`config.mk`:
```
export PLATFORM = sky130hd
export DESIGN_NAME = branch_predictor
export DESIGN_NICKNAME = d
export VERILOG_FILES = /design/src/rtl/branch_predictor.sv
export SDC_FILE = /design/constraint.sdc
export NUM_CORES = 2
export LEC_CHECK = 0
export BUFFER_PORTS_ARGS = -buffer_cell sky130_fd_sc_hd__buf_2
export CAP_MARGIN = 20
export CORE_ASPECT_RATIO = 0.8
export CORE_MARGIN = 3
export CORE_UTILIZATION = 40
export DETAILED_ROUTE_END_ITERATION = 8
export GPL_TIMING_DRIVEN = 0
export PLACE_DENSITY = 0.63
export REMOVE_ABC_BUFFERS = 1
export SKIP_LAST_GASP = 1
export SYNTH_ARGS = -nofsm -noshare
export SYNTH_HDL_FRONTEND = slang
export SYNTH_SLANG_ARGS = --single-unit
```
`constraint.sdc`:
```
create_clock -name clk -period 5.3 [get_ports clk]
set_input_delay 0.53 -clock clk [delete_from_list [all_inputs] [get_ports clk]]
set_output_delay 0.53 -clock clk [all_outputs]
set_load 0.02 [all_outputs]
```
`src/rtl/branch_predictor.sv`:
```
// Direct-mapped BTB with 2-bit saturating counters: combinational lookup in
// Fetch, training, mispredict detection and statistics in Execute.
module branch_predictor #(
  parameter int WIDTH     = 32,
  parameter int ENTRIES   = 16,
  parameter int TAG_BITS  = 10,
  parameter int CNT_WIDTH = 32
) (
  input  logic                 clk,
  input  logic                 rst,
  input  logic [WIDTH-1:0]     PCF,
  output logic                 PredTakenF,
  output logic [WIDTH-1:0]     PredTargetF,
  input  logic                 UpdateE,
  input  logic                 JumpE,
  input  logic [WIDTH-1:0]     PCE,
  input  logic                 TakenE,
  input  logic [WIDTH-1:0]     TargetE,
  input  logic                 PredTakenE,
  input  logic [WIDTH-1:0]     PredTargetE,
  output logic                 MispredictE,
  output logic [WIDTH-1:0]     RedirectPCE,
  input  logic                 FlushAll,
  input  logic                 ClearStats,
  output logic [CNT_WIDTH-1:0] BranchCount,
  output logic [CNT_WIDTH-1:0] MispredCount
);

  localparam int IDX    = $clog2(ENTRIES);
  localparam int TAG_LO = IDX + 2;
  localparam int TAG_HI = TAG_LO + TAG_BITS - 1;

  logic [ENTRIES-1:0]  valid_q, valid_d;
  logic [TAG_BITS-1:0] tag_q    [ENTRIES];
  logic [TAG_BITS-1:0] tag_d    [ENTRIES];
  logic [WIDTH-1:0]    target_q [ENTRIES];
  logic [WIDTH-1:0]    target_d [ENTRIES];
  logic [1:0]          ctr_q    [ENTRIES];
  logic [1:0]          ctr_d    [ENTRIES];

  logic [CNT_WIDTH-1:0] branch_count_q, branch_count_d;
  logic [CNT_WIDTH-1:0] mispred_count_q, mispred_count_d;

  logic [IDX-1:0]      idx_f, idx_e;
  logic [TAG_BITS-1:0] tag_f, tag_e;
  logic                hit_f, hit_e;

  assign idx_f = PCF[IDX+1:2];
  assign tag_f = PCF[TAG_HI:TAG_LO];
  assign idx_e = PCE[IDX+1:2];
  assign tag_e = PCE[TAG_HI:TAG_LO];

  assign hit_f = valid_q[idx_f] && (tag_q[idx_f] == tag_f);
  assign hit_e = valid_q[idx_e] && (tag_q[idx_e] == tag_e);

  // Lookup reads only registered state, so a same-cycle update is not seen.
  assign PredTakenF  = hit_f && ctr_q[idx_f][1];
  assign PredTargetF = PredTakenF ? target_q[idx_f] : PCF + WIDTH'(4);

  assign MispredictE = UpdateE &&
                       ((TakenE != PredTakenE) || (TakenE && (TargetE != PredTargetE)));
  assign RedirectPCE = TakenE ? TargetE : PCE + WIDTH'(4);

  assign BranchCount  = branch_count_q;
  assign MispredCount = mispred_count_q;

  // NOTE: every always_comb output gets a full default first so no path
  // leaves it unassigned; that is what keeps latches from being inferred.
  always_comb begin
    valid_d  = valid_q;
    tag_d    = tag_q;
    target_d = target_q;
    ctr_d    = ctr_q;
    if (FlushAll) begin
      valid_d = '0;
    end else if (UpdateE) begin
      if (hit_e) begin
        if (JumpE) begin
          ctr_d[idx_e] = 2'd3;
        end else if (TakenE) begin
          if (ctr_q[idx_e] != 2'd3) ctr_d[idx_e] = ctr_q[idx_e] + 2'd1;
        end else begin
          if (ctr_q[idx_e] != 2'd0) ctr_d[idx_e] = ctr_q[idx_e] - 2'd1;
        end
        if (TakenE) target_d[idx_e] = TargetE;
      end else if (TakenE) begin
        valid_d[idx_e]  = 1'b1;
        tag_d[idx_e]    = tag_e;
        target_d[idx_e] = TargetE;
        ctr_d[idx_e]    = JumpE ? 2'd3 : 2'd2;
      end
    end
  end

  always_comb begin
    branch_count_d  = branch_count_q;
    mispred_count_d = mispred_count_q;
    if (ClearStats) begin
      branch_count_d  = '0;
      mispred_count_d = '0;
    end else begin
      if (UpdateE)     branch_count_d  = branch_count_q + CNT_WIDTH'(1);
      if (MispredictE) mispred_count_d = mispred_count_q + CNT_WIDTH'(1);
    end
  end

  // NOTE: the BTB arrays are reset along with the valid bits because their
  // post-reset contents (weakly-not-taken counters, zero targets) are defined
  // behaviour; this keeps them in flops rather than a RAM macro.
  always_ff @(posedge clk or negedge rst) begin
    if (!rst) begin
      valid_q <= '0;
      for (int i = 0; i < ENTRIES; i++) begin
        tag_q[i]    <= '0;
        target_q[i] <= '0;
        ctr_q[i]    <= 2'b01;
      end
      branch_count_q  <= '0;
      mispred_count_q <= '0;
    end else begin
      // NOTE: non-blocking assignments so every flop samples pre-edge values.
      valid_q         <= valid_d;
      tag_q           <= tag_d;
      target_q        <= target_d;
      ctr_q           <= ctr_d;
      branch_count_q  <= branch_count_d;
      mispred_count_q <= mispred_count_d;
    end
  end

endmodule

```
==> impl_metrics.toml <==
[logic_synthesis]
synth-edff-count = 0
synth.area.top_cells = "dfrtp_1, mux2_2, mux4_2"
ys.flop_type = "dfrtp_1"
synth_compound_area_share_pct = 2.78
yosys.cell_count.top_type = "dfrtp_1"
ys_types = 60
synthCells = 2822
ys_warn_count = 0
yosysSeqAreaShare_pct = 49.5
async_flop_share_pct = 100
synth_commonest_cells = "dfrtp_1, mux2_2, mux4_2"
yosysTopAreaCell = "dfrtp_1"
synth_top_area_share_pct = 48.4
synth_area_per_cell_um2 = 14.1
synth_adder_area_share_pct = 0.284
synth_top_family_by_area = "multiplexers"
synth_xor_area_share_pct = 3.66
syn_area_um2 = 39700
synthMuxAreaShare_pct = 35.6
ys_ff_latch = 784
synthSimpleGateAreaFrac_pct = 5.02

[route]
drt_iter0_markers = 1857
highest_layer = "met5"
wl_met2_um = 50200
drtAntennaViolNets = 0
met3_length_um = 9400
viasPerCell = 5.82
drtPass1Iterations = 5
detail_route.wl_per_cell_um = 26.3
m1WireLength_um = 51200
vias = 25100
drc = 0
totalWireLength_um = 113000

[sta]
tightest_slew_ns = 1.13
setup_viol_count_final = 0
fmaxAchievable_ghz = 0.200
hold_viol_final = 0
worst_slack_ns = 0.305
skew_ns = 0.0275
rsz0062_at_grt = "false"
timing.final.crit_share_pct = 94.2
slew_headroom_pct = 24.9
layout_min_cycle_time_ns = 4.99
slew_viol_final = 0

[grt]
antenna_found_initial = 6
grt_pass1_wl_um = 169000
grt_pass1_vias = 25300
grt_max_degree = 117
grt_overflow = 0
grt_usage_pct = 22.0

[floorplanning]
die_h_um = 288
initial_core_util_pct = 40.6
num_rows = 102
ioPinCount = 266
core_area_um2 = 97600
die_x_um = 358
die_area_um2 = 103000

[setup_path]
rr_startpoint = "tag_q[33]$_DFFE_PN0P_"
crit_type = "primary input to output port"
startpoint_type = "primary input"
crit_chain = "buf_8, buf_16, buf_16, mux4_2, mux4_2, xnor2_1, and2_1, and4bb_2, nand4b_4, buf_4, mux2_1, buf_2"
path_max_fanout = 53
critPathArrivalTime_ns = 4.46
cp_slowest_stage_delay_ns = 0.57
cpMaxStageDelayCell = "mux4_2"
cp_data_required_time_ns = 4.77
setup.worst_path.end_class = "output port"
cp-startpoint = "PCF[2]"
critPathBufInv = 5
crit_family = "buffers and inverters"

[run_status]
status = "complete, no violations"

[clock_tree]
worstSkewPairLatency_ns = 0.65
cts_sinks = 784
cts_tree = "built"
h-tree-depth = 3
root_buffer = "clkbuf_16"
ctsLongestPathBuffers = 3
cts_buffers = 81
clk_pin_slew_worst_paths_ns = 0.06

[placement]
dpl_worst_slack_ns = -0.307
place_area_um2 = 42500
place.port_buffers = 265
hpwl_um = 70800
place_congestion = 0.837

[final_layout]
fin_util_pct = 46.4
fin_area_um2 = 45300
nets = 3100
layout-drive-gt1-share_pct = 48.0
area_growth_pct = 14.2

[power]
leakage_nw = 20.7
cellPowerDensity_nw_per_um2 = 335
power.total_mw = 15.2
vdd_ir_drop_max_v = 0.000223

[hold_path]
worstHoldStart = "ClearStats"
min_path_type = "primary input to register"

[job]
drv_cap = 0
## cells by family after synthesis
logic type,after synthesis
muxes,996
adders and majority gates,9
AOI/OAI and AO/OA,167
buffers and inverters,285
DFF,784
xor gates and xnor gates,166
and+or+nand+nor,415
## layout make-up
| class | instances | area [um2] |
|---|---|---|
| fillers | 8660 | 52300 |
| flip-flops and latches | 784 | 19600 |
| multi-input cells | 1753 | 19000 |
| clock buffers | 111 | 2290 |
| repair buffers | 309 | 2210 |
| well taps | 1300 | 1630 |
| clock inverters | 34 | 420 |
| inverters | 26 | 97.6 |
| diodes | 3 | 7.51 |
## worst register-to-register path, cell delays in order, from the launching register on
cell	delay, ns
dfrtp_1	0.40
mux4_2	0.48
nor2b_1	0.18
a2111oi_0	0.41
o21ai_0	0.18
o2bb2ai_1	0.48
and3_1	0.92
o211ai_2	0.61
o221ai_1	0.41
## path summary, 6_finish.rpt
kind | slack [ns] | cells after the start | to
setup / recovery | 0.31 | 12 | PredTargetF[10]
hold / removal | 0.29 | 2 | BranchCount[25]$_DFFE_PN0P_
setup reg to reg | 1.12 | 8 | ctr_q[11]$_DFFE_PN0P_
hold reg to reg | 0.49 | 2 | ctr_q[0]$_DFFE_PN1P_
max in group asynchronous | 2.25 | 6 | target_q[8]$_DFFE_PN0P_
min in group asynchronous | 0.53 | 2 | target_q[508]$_DFFE_PN0P_
## cell usage in the layout, fill, tap and decap left out, types with 7 or more instances in the layout
cell	instances
nand3_1	55
inv_1	24
a21o_1	16
mux4_2	262
o221ai_1	18
mux2i_1	21
and3_1	30
buf_2	257
dfrtp_1	768
or3_1	10
nor4_1	7
nand4_1	22
clkbuf_1	15
a21oi_1	12
mux2_1	24
buf_6	7
xnor2_1	102
clkinv_2	12
nor3_1	18
buf_4	11
mux2_2	689
nand3_4	15
buf_16	18
bufinv_16	7
o31a_1	16
nor2_2	16
clkbuf_8	15
buf_8	9
xor2_1	64
clkbuf_16	81
ha_1	9
o21ai_0	79
dfstp_2	16
nor2_1	80
nand2_1	128
and4_1	9
## stage by stage
stage,setup TNS (ns),hold slack (ns),instances
after floorplan,0,0.234,2563
after global placement,-,0.479,4128
after detailed placement,-3.00,0.485,4167
after CTS,0,0.256,4315
after global routing,0,0.280,4319
final,0,0.286,4320
## power breakdown
part / switching, mW / internal [mW] / total (mW)
Combinational: 1.01 / 1.23 / 2.24
Sequential: 0.384 / 6.70 / 7.08
Clock: 2.49 / 3.39 / 5.88
## layer usage
layer	GRT usage, %	vias to the layer above
li1	-	10700
met1	31.6	13500
met2	32.8	811
met3	6.34	167
met4	5.41	2
met5	0	-
## flip-flops by register name, summed over array words and instances (netlist names)
signal        count
MispredCount     32
target_q        512
ctr_q            32
tag_q           160
BranchCount      32
valid_q          16
## what timing repair did
action                     in CTS  in global routing
hold endpoints to repair       87                  0
hold buffers                    1                  0
setup buffers                   2                  0
setup endpoints to repair      18                  4
gates resized for setup         1                  2
Power figures use the tool's default switching activity.
